`config.mk`:
```
export PLATFORM = sky130hd
export DESIGN_NAME = sr_drive_sequencer
export DESIGN_NICKNAME = d
export VERILOG_FILES = /design/src/rtl/sr_drive_pkg.sv /design/src/rtl/sync_debounce.sv /design/src/rtl/sr_drive_sequencer.sv
export SDC_FILE = /design/constraint.sdc
export NUM_CORES = 1
export LEC_CHECK = 0
export BUFFER_PORTS_ARGS = -buffer_cell sky130_fd_sc_hd__clkbuf_2
export CAP_MARGIN = 10
export CORE_UTILIZATION = 49
export DETAILED_ROUTE_END_ITERATION = 12
export PLACE_DENSITY_LB_ADDON = 0.08
export SLEW_MARGIN = 5
export SYNTH_ARGS = -nofsm -noshare
export SYNTH_HDL_FRONTEND = slang
export SYNTH_SLANG_ARGS = --single-unit
```
`constraint.sdc`:
```
create_clock -name clk -period 3.26 [get_ports clk]
set_input_delay 0 -clock clk [delete_from_list [all_inputs] [get_ports clk]]
set_output_delay 0 -clock clk [all_outputs]
set_load 0.005 [all_outputs]
```
`src/rtl/sr_drive_pkg.sv`:
```
// Shared types and default timing for the SR drive sequencer.
package sr_drive_pkg;

    typedef enum logic [1:0] {IDLE, SET_P, CLR_P, GUARD} state_t;

    localparam int DB_CYCLES_DEF    = 4;
    localparam int PULSE_CYCLES_DEF = 1;
    localparam int GUARD_CYCLES_DEF = 2;

    // Timer must hold the longer of the pulse and guard lengths.
    function automatic int tmr_width(input int pulse, input int guard);
        int m;
        m = (pulse > guard) ? pulse : guard;
        return $clog2(m + 1);
    endfunction

endpackage

```
`src/rtl/sync_debounce.sv`:
```
// Two-flop synchronizer, counter-based debounce filter and rising-edge event for one request line.
module sync_debounce #(
    parameter int DB_CYCLES = 4
) (
    input  logic clk,
    input  logic rst,
    input  logic raw_i,
    output logic rise_o
);
    localparam int CNT_W = (DB_CYCLES > 1) ? $clog2(DB_CYCLES) : 1;

    logic             sync1_q, sync2_q;
    logic             filt_q, filt_d, filt_dly_q;
    logic [CNT_W-1:0] cnt_q, cnt_d;

    // Any cycle where the synced level agrees with the filtered level restarts the count.
    always_comb begin
        cnt_d  = '0;
        filt_d = filt_q;
        if (sync2_q != filt_q) begin
            if (cnt_q == CNT_W'(DB_CYCLES - 1)) filt_d = ~filt_q;
            else                                cnt_d  = cnt_q + CNT_W'(1);
        end
    end

    always_ff @(posedge clk) begin
        if (rst) begin
            sync1_q    <= 1'b0;
            sync2_q    <= 1'b0;
            filt_q     <= 1'b0;
            filt_dly_q <= 1'b0;
            cnt_q      <= '0;
        end else begin
            sync1_q    <= raw_i;
            sync2_q    <= sync1_q;
            filt_q     <= filt_d;
            filt_dly_q <= filt_q;
            cnt_q      <= cnt_d;
        end
    end

    assign rise_o = filt_q & ~filt_dly_q;

endmodule

```
`src/rtl/sr_drive_sequencer.sv`:
```
// Conditions raw set/clear requests and sequences them into non-overlapping s/r pulses
// with a dead-time guard, pending-request merge and optional redundant-command drop.
module sr_drive_sequencer
    import sr_drive_pkg::*;
#(
    parameter int DB_CYCLES      = DB_CYCLES_DEF,
    parameter int PULSE_CYCLES   = PULSE_CYCLES_DEF,
    parameter int GUARD_CYCLES   = GUARD_CYCLES_DEF,
    parameter int SET_PRIORITY   = 1,
    parameter int SKIP_REDUNDANT = 1
) (
    input  logic clk,
    input  logic rst,
    input  logic set_in,
    input  logic clr_in,
    input  logic q_fb,
    output logic s,
    output logic r,
    output logic busy,
    output logic conflict
);
    localparam int TMR_W = tmr_width(PULSE_CYCLES, GUARD_CYCLES);

    state_t           state_q, state_d;
    logic [TMR_W-1:0] tmr_q, tmr_d;
    logic             pend_set_q, pend_set_d, pend_clr_q, pend_clr_d;
    logic             s_q, s_d, r_q, r_d, busy_q, busy_d, conflict_q, conflict_d;
    logic             set_ev, clr_ev;
    logic             accept, want_set, want_clr, pick_set, drop;

    sync_debounce #(.DB_CYCLES(DB_CYCLES)) u_set_db (
        .clk(clk), .rst(rst), .raw_i(set_in), .rise_o(set_ev)
    );
    sync_debounce #(.DB_CYCLES(DB_CYCLES)) u_clr_db (
        .clk(clk), .rst(rst), .raw_i(clr_in), .rise_o(clr_ev)
    );

    always_ff @(posedge clk) begin
        if (rst) begin
            state_q    <= IDLE;
            tmr_q      <= '0;
            pend_set_q <= 1'b0;
            pend_clr_q <= 1'b0;
            s_q        <= 1'b0;
            r_q        <= 1'b0;
            busy_q     <= 1'b0;
            conflict_q <= 1'b0;
        end else begin
            state_q    <= state_d;
            tmr_q      <= tmr_d;
            pend_set_q <= pend_set_d;
            pend_clr_q <= pend_clr_d;
            s_q        <= s_d;
            r_q        <= r_d;
            busy_q     <= busy_d;
            conflict_q <= conflict_d;
        end
    end

    always_comb begin
        state_d    = state_q;
        tmr_d      = tmr_q;
        pend_set_d = pend_set_q;
        pend_clr_d = pend_clr_q;
        accept     = 1'b0;
        want_set   = 1'b0;
        want_clr   = 1'b0;
        case (state_q)
            IDLE: begin
                accept   = 1'b1;
                want_set = set_ev;
                want_clr = clr_ev;
            end
            SET_P, CLR_P: begin
                pend_set_d = pend_set_q | set_ev;
                pend_clr_d = pend_clr_q | clr_ev;
                if (tmr_q == '0) begin
                    state_d = GUARD;
                    tmr_d   = TMR_W'(GUARD_CYCLES - 1);
                end else begin
                    tmr_d = tmr_q - TMR_W'(1);
                end
            end
            GUARD: begin
                if (tmr_q == '0) begin
                    // An event landing on the exit cycle is served together with the pends.
                    accept     = 1'b1;
                    want_set   = pend_set_q | set_ev;
                    want_clr   = pend_clr_q | clr_ev;
                    pend_set_d = 1'b0;
                    pend_clr_d = 1'b0;
                    state_d    = IDLE;
                end else begin
                    tmr_d      = tmr_q - TMR_W'(1);
                    pend_set_d = pend_set_q | set_ev;
                    pend_clr_d = pend_clr_q | clr_ev;
                end
            end
            default: state_d = IDLE;
        endcase

        pick_set = (want_set && want_clr) ? (SET_PRIORITY != 0) : want_set;
        drop     = (SKIP_REDUNDANT != 0) && (pick_set ? q_fb : !q_fb);
        if (accept && (want_set || want_clr) && !drop) begin
            state_d = pick_set ? SET_P : CLR_P;
            tmr_d   = TMR_W'(PULSE_CYCLES - 1);
        end
    end

    always_comb begin
        s_d        = (state_d == SET_P);
        r_d        = (state_d == CLR_P);
        busy_d     = (state_d != IDLE);
        conflict_d = accept & want_set & want_clr;
    end

    assign s        = s_q;
    assign r        = r_q;
    assign busy     = busy_q;
    assign conflict = conflict_q;

endmodule

```
# Yosys cells after proc, flatten, opt, wreduce, memory -nomap -nowiden
# Index checks and enable logic that the tools add are counted.
[op_classes]
mux = 20
addsub = 3
n_shift = 0
n_div = 0
mul = 0
magnitude_cmp = 0
n_eq_ne = 10
reduce_logical = 17
bitwise = 12
[op_table]
columns = ["cell", "count"]
rows = [
  ["2-to-1 mux 2 bit", 6],
  ["== test 2 bit, second input constant", 5],
  ["case mux 1 bit (2 select lines)", 5],
  ["case mux 2 bit (2 select lines)", 2],
  ["2-to-1 mux 1 bit", 7],
  ["inverter 1 bit", 6],
  ["AND reduction 2 bit", 3],
  ["OR reduction 3 bit", 2],
  ["adder 2 x 1 -> 2 bit, second input constant", 2],
  ["AND 1 bit", 4],
  ["== test 2 x 1 -> 1 bit, second input constant", 2],
  ["logical NOT 2 bit", 2],
  ["nonzero test 2 bit", 2],
  ["OR reduction 2 bit", 2],
  ["logical AND 1 bit", 3],
  ["logical NOT 1 bit", 2],
  ["inequality test 1 bit", 2],
  ["inequality test 2 bit, second input constant", 1],
  ["bitwise OR 1 bit", 2],
  ["subtractor 2 x 1 -> 2 bit, second input constant", 1],
  ["logical OR 1 bit", 1],
]
[word_totals]
regBits = 22
ramBits = 0
inputBits = 5
elab_cells = 80
mem_bits_ro = 0
n_memories = 0
latchBits = 0

# Longest topological paths before layout
# Gate-level depths: netlist (run 1).
[depth]
depth_word = 12
ltp_mapped = 7
ltp_nobuf = 7

# Hierarchy
# Synthesis (run 1) repeated with hierarchy kept, for this count alone.
[unflattened]
cells_unflattened = 92
hier_area_um2 = 919.6
[modules_own_cells]
columns = ["module", "area_each_um2", "cells_per_inst", "seq_area_each_um2", "instances"]
rows = [
  ["sr_drive_sequencer", 516.7, 60, 200.2, 1],
  ["sync_debounce", 201.4, 16, 120.1, 2],
]

# Worst setup path before layout (run 1)
# Ideal clock, no wire load.
[synth_path]
path_kind = "register to register"
start = "reg state_q[0]"
end = "reg tmr_q[0]"
required_ps = 3126
synth_period_minus_slack_ps = 1633
path_stages_with_launch = 7
slack_ps = 1627
setup_time_ps = 134
t_arrival_ps = 1499
cell_sequence = "dfxtp_1 ha_1 nor3b_2 o21ai_0 a211o_1 a21bo_2 nor3_1"
[synth_between]
elab_chain_len = 8
word_cells_on_any_way = 20
[synth_rtl]
columns = ["item", "line_no", "source"]
rows = [
  ["start, declared", "sr_drive_sequencer.sv:24", "state_t state_q, state_d;"],
  ["start signal, assigned", "sr_drive_sequencer.sv:49", "state_q <= state_d;"],
  ["== test 2 bit / logical NOT 2 bit (equally long branches)", "sr_drive_sequencer.sv:68", "case (state_q)"],
  ["case mux 1 bit (2 select lines)", "sr_drive_sequencer.sv:68", ""],
  ["logical AND 1 bit", "sr_drive_sequencer.sv:102", "pick_set = (want_set && want_clr) ? (SET_PRIORITY != 0) : want_set;"],
  ["2-to-1 mux 1 bit", "sr_drive_sequencer.sv:102", ""],
  ["2-to-1 mux 1 bit", "sr_drive_sequencer.sv:103", "drop = (SKIP_REDUNDANT != 0) && (pick_set ? q_fb : !q_fb);"],
  ["logical NOT 1 bit", "sr_drive_sequencer.sv:104", "if (accept && (want_set || want_clr) && !drop) begin"],
  ["logical AND 1 bit", "sr_drive_sequencer.sv:104", ""],
  ["OR reduction 2 bit (no line)", "n/a", ""],
  ["end signal, assigned", "sr_drive_sequencer.sv:50", "tmr_q <= tmr_d;"],
  ["end, declared", "sr_drive_sequencer.sv:25", "logic [TMR_W-1:0] tmr_q, tmr_d;"],
]
# Parallel ways exist; a longest one is shown, timed or not.
# A chain may end at the register's enable or synchronous reset.

# Final worst setup path (run 1)
[layout_path]
start = "reg state_q[1]"
end = "reg tmr_q[0]"
# Same word-level chain as after synthesis.

==> results.toml, run 1 <==
[outcome]
status = "completed"

[worst_setup_path]
r2r_slack_ns = 1.45
critPathRequiredTime_ns = 3.45
r2r_end = "tmr_q[0]"
cp_max_fo = 5
critPathKind = "register to register"
cp-start-kind = "register"
r2r_cells = 6
arrival_ns = 1.99
worstSetupEndpointType = "register"
r2r-start = "state_q[1]"

[sta]
timing.final.ws_setup_ns = 1.45
worst-slew-pin-transition_ns = 0.391
slew_headroom_pct = 73.9
rsz0062_at_grt = "no"
fin_crit_ns = 1.81
min_period_over_period_pct = 55.4
final_max_slew_viol_count = 0
holdWs_ns = 0.0408
timing_hold_violations_final = 0
max_freq_ghz = 0.553
fin_tns_setup_ns = 0
setup_violations = 0
clock_skew_ns = 0.00468

[clock_tree]
cts_buffers = 3
cts_root_buf = "clkbuf_4"
post-cts-setup-buffers = 0
cts_buffer_depth = 2
clock_latency_ns = 0.30
htreeDepth = 1
cts.clk_slew.worst_paths_ns = 0.12
cts_tree = "yes"
clock_sinks = 22

[placement]
globalplace.congestion = 0.695
place_hpwl_mm = 1.06
pre_cts_ws_ns = 1.47
dpl_cell_area_mm2 = 0.00101
placed_cells = 127
port_buffers = 8

[power_and_ir_drop]
p_leak_nw = 0.414
p_clk_share_pct = 18.8
ir_worst_vdd_mv = 0.424
p_switching_mw = 0.267
intPower_mw = 0.505
pwr-share-comb_pct = 38.4
power_density_mw_per_mm2 = 727
fin_total_pwr_mw = 0.772
power_frac_seq_pct = 42.8
netSwitchingFraction_pct = 34.6

[floorplanning]
io_pins = 9
dieWidth_um = 45.9
rows = 15
core_mm2 = 0.00176
initial_core_util_pct = 53.4
die_height_um = 45.9
die_area_mm2 = 0.00210

[route]
via_count = 681
drc_errors = 0
vias_per_cell = 5.12
ant_nets = 0
wl_mm = 1.46
drt-initial-drc-count = 3
drt_pass1_iterations = 4
wl_per_cell_um = 10.9

[final_layout]
area_growth_pct = 12.7
final_common_cell = "dfxtp_1"
multi_input_area_um2 = 472
regArea_um2 = 440
nets = 118
diodes = 0
drive_above_1_share_pct = 18.5
instances_no_fill = 133
postLayoutCoreUtil_pct = 60.2
fill_cells = 172
layout_common_cells = "22 x dfxtp_1, 11 x nor2_1, 8 x clkbuf_2"
design_area_mm2 = 0.00106

[yosys]
yosys_register_bits = 22
postSynthCellCount = 96
ys.flop_type = "dfxtp_1"
synth.net_count = 105
synthArstFlopShare_pct = 0
syn_area_um2 = 942
yosys_warnings = 0
ys_seq_area_share_pct = 46.7
synth.distinct_cells = 32
syn_avg_cell_area_um2 = 9.81
synth_edf_count = 0

[run]
drv_cap = 0

[global_route]
gr-usage-all-layers_pct = 16.1
grt_pass1_wl_mm = 2.41
grt_overflow_total = 0
grt_pass1_vias = 576
antenna_found_initial = 0
grt_max_degree = 21

[min_path]
hold_path_end = "r"
hold_start = "q_fb"
hold_depth = 3
hp-class = "input port to register"
## flip-flops by register name, summed over array words and instances, names as in the netlist
name	count
u_set_db.cnt_q	2
pend_set_q	1
u_set_db.filt_q	1
u_set_db.sync1_q	1
tmr_q	2
r	1
state_q	2
u_set_db.filt_dly_q	1
u_clr_db.filt_dly_q	1
u_clr_db.sync1_q	1
u_clr_db.cnt_q	2
pend_clr_q	1
busy	1
u_set_db.sync2_q	1
conflict	1
s	1
u_clr_db.filt_q	1
u_clr_db.sync2_q	1
## synthesized netlist by cell type (all sizes together) (3+ instances only)
cell,count,share of area [%]
a21oi,7,4.1
dfxtp,22,47
ha,4,5.3
inv,6,2.4
mux2i,3,3.2
nor2,11,4.4
nor2b,7,4.6
nor3,4,2.7
o21a,3,2.4
o21ai,3,1.6
## power groups by stage
stage	Clock (mW)	Combinational, mW	Sequential (mW)
final	0.145	0.296	0.330
after global routing	0.165	0.336	0.336
after CTS	0.154	0.300	0.330
after detailed placement	0	0.297	0.337
after global placement	0	0.291	0.335
after floorplan	0	0.236	0.334
## final cells by class
cell class              instances  share of cell area, %
clock buffers                   4                   3.42
inverters                       6                   2.12
multi-input cells              66                   44.4
flip-flops and latches         22                   41.5
well taps                      25                   2.94
repair buffers                 10                   5.65
## kinds of logic (layout without fill, tap and decap cells)
kind of cell	Yosys count	count (layout)	synth area share [%]
multiplexers	3	3	3.19
adder cells (fa/ha/maj)	4	4	5.31
flip-flops	22	22	46.7
AND/OR/NAND/NOR	33	33	20.2
XOR/XNOR	2	2	1.86
buffers and inverters	8	20	3.19
AO/OA/AOI/OAI	24	24	19.5
## worst max-delay path by stage
stage	to	cells after the start	from	slack, ns
after floorplan	tmr_q[0]	6	state_q[0]	1.63
after global placement	tmr_q[0]	6	state_q[1]	1.52
after detailed placement	tmr_q[0]	6	state_q[1]	1.47
after CTS	tmr_q[0]	6	state_q[0]	1.44
after global routing	tmr_q[0]	6	state_q[1]	1.30
final	tmr_q[0]	6	state_q[1]	1.45
## metal layers
metal  vias to the layer above  global-route usage [%]  wire length [µm]  share of wire (%)
met4                         0                    7.06                13               0.89
li1                        359                       -                 -                  -
met1                       316                    20.7               716                 49
met5                         -                       0                 0                  0
met3                         2                    3.57                24                1.6
met2                         4                    25.6               701                 48
## critical path, stage by stage (launching register included)
cell and delay [ns]:
dfxtp_1 0.38, ha_1 0.24, nor3b_2 0.28, o21ai_0 0.16, a211o_1 0.37, a21bo_2 0.23, nor3_1 0.04
## timing repair
item	in CTS	in global routing
gates resized for setup	0	0
hold buffers	2	0
hold endpoints to repair	2	0
Note: power is estimated with default switching activity, not from simulation.
==> inputs of run 2 (changes only) <==
Clock period 3.26 ns to 1.5 ns, I/O delays scaled along.
==> run 2 against run 1 <==
Net effect:
- the flow now finishes with violations (negative setup slack)
- global-route usage rose by 2.4 points
- sequential share of layout area decreased by 3.6 points
- via count is 7.5% higher
- sequential power rose by 120%
- count of clock-buffer cells in the layout is 1 lower
- utilization increased by 6.5 points
- fmax up 8.8%
==> results.toml, run 2 (same netlist as run 1, synthesis figures left out) <==
[global_route]
grt_max_degree = 21
antenna_found_initial = 0
grt_overflow_total = 0
grt_pass1_vias = 680
grt_pass1_wl_mm = 2.78
gr-usage-all-layers_pct = 18.6

[final_layout]
layout_common_cells = "20 x dfxtp_1, 11 x nor2_1, 11 x buf_4"
area_growth_pct = 24.8
design_area_mm2 = 0.00118
final_common_cell = "dfxtp_1"
nets = 129
instances_no_fill = 143
fill_cells = 153
diodes = 0
drive_above_1_share_pct = 31.4

[run]
drv_cap = 0

[route]
ant_nets = 0
wl_per_cell_um = 11.4
vias_per_cell = 5.12
via_count = 732
wl_mm = 1.63
drc_errors = 0
drt-initial-drc-count = 4
drt_pass1_iterations = 4

[sta]
fin_crit_ns = 1.66
timing.final.ws_setup_ns = -0.162
worst-slew-pin-transition_ns = 0.400
clock_skew_ns = 0.00182
holdWs_ns = 0.0519
final_max_slew_viol_count = 0
max_freq_ghz = 0.602
slew_headroom_pct = 73.3
rsz0062_at_grt = "yes"
setup_violations = 7
min_period_over_period_pct = 111
timing_hold_violations_final = 0

[worst_setup_path]
r2r_end = "tmr_q[0]"
arrival_ns = 1.84
cp_max_fo = 6
critPathKind = "register to register"
setup.worst_path.start = "state_q[0]"
r2r_slack_ns = -0.16
r2r_cells = 6
critPathRequiredTime_ns = 1.68
cp-start-kind = "register"
worstSetupEndpointType = "register"
r2r-start = "state_q[0]"

[placement]
place_hpwl_mm = 1.15
globalplace.congestion = 0.856
dpl_cell_area_mm2 = 0.00109
placed_cells = 135
port_buffers = 8

[power_and_ir_drop]
p_leak_nw = 0.466
fin_total_pwr_mw = 1.84
power_density_mw_per_mm2 = 1570
ir_worst_vdd_mv = 0.884

[clock_tree]
htreeDepth = 1
cts_buffers = 3
cts_buffer_depth = 2
clock_sinks = 22
cts.clk_slew.worst_paths_ns = 0.11
cts_root_buf = "clkbuf_4"
clock_latency_ns = 0.29
cts_tree = "yes"

[outcome]
violations = "negative setup slack"
status = "complete, but fails checks"

[floorplanning]
die_area_mm2 = 0.00210
core_mm2 = 0.00176
rows = 15
dieWidth_um = 45.9
initial_core_util_pct = 53.4
die_height_um = 45.9
io_pins = 9

[min_path]
hold_start = "q_fb"
hold_path_end = "r"
hold_depth = 3
hp-class = "input port to register"
==> run 2: changes by cell type in the layout (fill, tap and decap cells not counted), sizes merged <==
cell / previous run / this run
buf: 0 / 11
clkbuf: 12 / 11
==> run 2: worst max-delay path, cell delays in order, from the launching register on <==
cell	delay (ns)
dfxtp_4	0.38
ha_4	0.14
nor3b_4	0.22
o211ai_1	0.18
a211oi_4	0.36
a21bo_2	0.22
nor3_1	0.04
==> run 2: through the flow <==
stage / setup WS [ns] / setup TNS (ns) / util [%]
floorplan: -0.0428 / -0.144 / -
global placement: -0.153 / -0.729 / 61.9
detailed placement: -0.152 / -0.976 / 61.9
CTS: -0.141 / -0.839 / 65.5
global route: -0.215 / -1.34 / 66.7
finish: -0.162 / -0.890 / 66.7
==> run 2: worst max-delay path by stage <==
stage,to,slack [ns],cells after the start
3_3_place_gp,s,-0.15,7
5_1_grt,tmr_q[0],-0.22,6
4_1_cts,tmr_q[0],-0.14,6
2_1_floorplan,tmr_q[0],-0.04,6
6_report,tmr_q[0],-0.16,6
3_5_place_dp,tmr_q[0],-0.15,6
==> run 2: power by group <==
part / internal (mW) / switching [mW]
Combinational: 0.417 / 0.437
Clock: 0.0934 / 0.157
Sequential: 0.674 / 0.0652
==> run 2: cell type report <==
class	count	area [µm²]	share of cell area [%]
well taps	25	31.3	2.66
clock buffers	3	22.5	1.91
inverters	6	22.5	1.91
flip-flops and latches	22	445	37.9
repair buffers	21	143	12.1
multi-input cells	66	512	43.5
==> run 2: routing by layer <==
metal	up-vias	share of wire, %	global-route usage [%]
met4	0	0.80	9.41
met2	10	49	30.1
met1	343	46	22.6
met3	2	3.4	4.37
li1	377	-	-
met5	-	0	0
==> run 2: timing repair <==
action,CTS,global route
pin swaps,6,5
resized for setup,3,1
endpoints found under the setup margin,7,7
hold endpoints to repair,2,0
hold buffers,2,0
setup buffers,1,2
==> inputs of run 3 (changes only) <==
Settings changed: PLACE_DENSITY from default to 0.71, PLACE_DENSITY_LB_ADDON 0.08 to default, RECOVER_POWER from default to 100.
Clock period 1.5 ns to 1.46 ns, I/O delays scaled along.
==> run 3 against run 2 <==
Net effect:
- the run still ends with negative setup slack left
- critical path depth did not move
- register-to-register slack worse by 0.03 ns
- setup slack worse by 0.031 ns
- critical path type unchanged
- largest cell class unchanged
- largest power group unchanged
- highest routed layer unchanged
==> results.toml, run 3 (same netlist as run 1, synthesis figures left out) <==
[outcome]
status = "complete, but fails checks"
violations = "negative setup slack"

[run]
drv_cap = 0

[placement]
globalplace.congestion = 0.722
port_buffers = 8
place_hpwl_mm = 1.21
pre_cts_ws_ns = -0.237
dpl_cell_area_mm2 = 0.00108

[worst_setup_path]
cp.depth = 6
crit_family = "compound AO/OA/AOI/OAI gates"
r2r-start = "state_q[0]"
setup.worst_path.start = "state_q[0]"
cp_slowest_cell = "o32a_1"
r2r_cells = 6
r2r_end = "s"
cp_max_fo = 6
critPathKind = "register to register"
cp-start-kind = "register"
arrival_ns = 1.90
critPathRequiredTime_ns = 1.71
cp-endpoint = "s"
cp_cell_sequence = "inv_1 -> ha_2 -> o32a_1 -> buf_4 -> a211o_1 -> a21oi_2"
worstSetupEndpointType = "register"
r2r_slack_ns = -0.19
slowest_delay_ns = 0.39
path_buf_inv = 2

[global_route]
grt_max_degree = 21
gr-usage-all-layers_pct = 19.9
use_met2_pct = 34.9
antenna_found_initial = 0
use_met1_pct = 20.9
grt_pass1_vias = 718
grt_overflow_total = 0
grtUsageMet3_pct = 7.14
grt_pass1_wl_mm = 2.90
grt_busiest_layer = "met2"

[route]
drt_pass1_iterations = 4
vias_per_cell = 5.01
drc_errors = 0
drt-initial-drc-count = 4
wl_per_cell_um = 12.0
wl_mm = 1.73
ant_nets = 0
via_count = 727

[sta]
rsz0062_at_grt = "yes"
fin_tns_setup_ns = -1.04
timing.final.ws_setup_ns = -0.193
final_max_slew_viol_count = 0
timing_hold_violations_final = 0
slew_headroom_pct = 73.1
setup_violations = 7
worst-slew-pin-transition_ns = 0.404
max_freq_ghz = 0.605
clock_skew_ns = 0.00423
holdWs_ns = 0.0426
min_period_over_period_pct = 113
fin_crit_ns = 1.65

[floorplanning]
core_mm2 = 0.00176
rows = 15
initial_core_util_pct = 53.4
die_height_um = 45.9
die_area_mm2 = 0.00210
io_pins = 9
dieWidth_um = 45.9

[final_layout]
design_area_mm2 = 0.00120
area_growth_pct = 27.9
nets = 130
layout_common_cells = "20 x dfxtp_1, 11 x nor2_1, 11 x buf_4"
diodes = 0
postLayoutCoreUtil_pct = 68.3
drive_above_1_share_pct = 30.0
final_common_cell = "dfxtp_1"

[power_and_ir_drop]
ir_worst_vdd_mv = 1.26
power_density_mw_per_mm2 = 1780
p_leak_nw = 0.470

[clock_tree]
cts_buffer_depth = 2
clock_sinks = 22
clock_latency_ns = 0.30
cts_tree = "yes"
cts_buffers = 3
cts_root_buf = "clkbuf_4"
htreeDepth = 1
cts.clk_slew.worst_paths_ns = 0.12

[min_path]
hp-class = "input port to register"
run 3: cell count changes in the layout (fill, tap and decap cells not counted):
cell and delta:
clkbuf_2 -3, bufinv_16 +1, nor3_4 -1, nor3_1 -1
nor3_2 +2, clkbuf_1 +4
run 3: what timing repair did:
action,CTS,global route
pin swaps,7,1
cloned,0,0
endpoints found under the hold margin,2,0
setup endpoints to repair,7,7
setup buffers,3,2
gates resized for setup,2,2
hold buffers,2,0
run 3: routing by layer:
| metal | vias to the layer above | wire [µm] |
|---|---|---|
| li1 | 384 | - |
| met5 | - | 0 |
| met3 | 2 | 42 |
| met2 | 8 | 921 |
| met1 | 333 | 746 |
| met4 | 0 | 23 |
run 3: power by group:
group	internal, mW	switching (mW)	leakage (nW)	total (mW)
Clock	0.278	0.179	0.0279	0.456
Combinational	0.468	0.453	0.262	0.921
Sequential	0.694	0.0751	0.180	0.769
Total	1.44	0.707	0.470	2.15
run 3: through the flow:
stage          total power, mW  instances
2_1_floorplan             1.32         96
3_3_place_gp              1.51        134
3_5_place_dp              1.54        134
4_1_cts                   2.10        143
5_1_grt                   2.29        145
6_report                  2.15        145
run 3: worst min-delay path by stage:
| stage | startpoint | end | cells past startpoint |
|---|---|---|---|
| after detailed placement | clr_in | u_clr_db.sync1_q | 2 |
| after CTS | q_fb | state_q[1] | 3 |
| after global routing | q_fb | state_q[1] | 3 |
| final | q_fb | state_q[1] | 3 |
| after global placement | clr_in | u_clr_db.sync1_q | 2 |
| after floorplan | clr_in | u_clr_db.sync1_q | 1 |
run 3: cell type report:
class | instances | area [µm²]
Fill cell | 157 | 559
Multi-Input combinational cell | 66 | 510
Sequential cell | 22 | 445
Timing Repair Buffer | 22 | 143
Tap cell | 25 | 31.3
Clock inverter | 1 | 30.0
Clock buffer | 3 | 22.5
Inverter | 6 | 22.5
run 3: tightest hold or removal path, delay by kind of cell:
family / cells / cell delay, ns
buffers and inverters: 1 / 0.15
AO/OA/AOI/OAI: 2 / 0.17
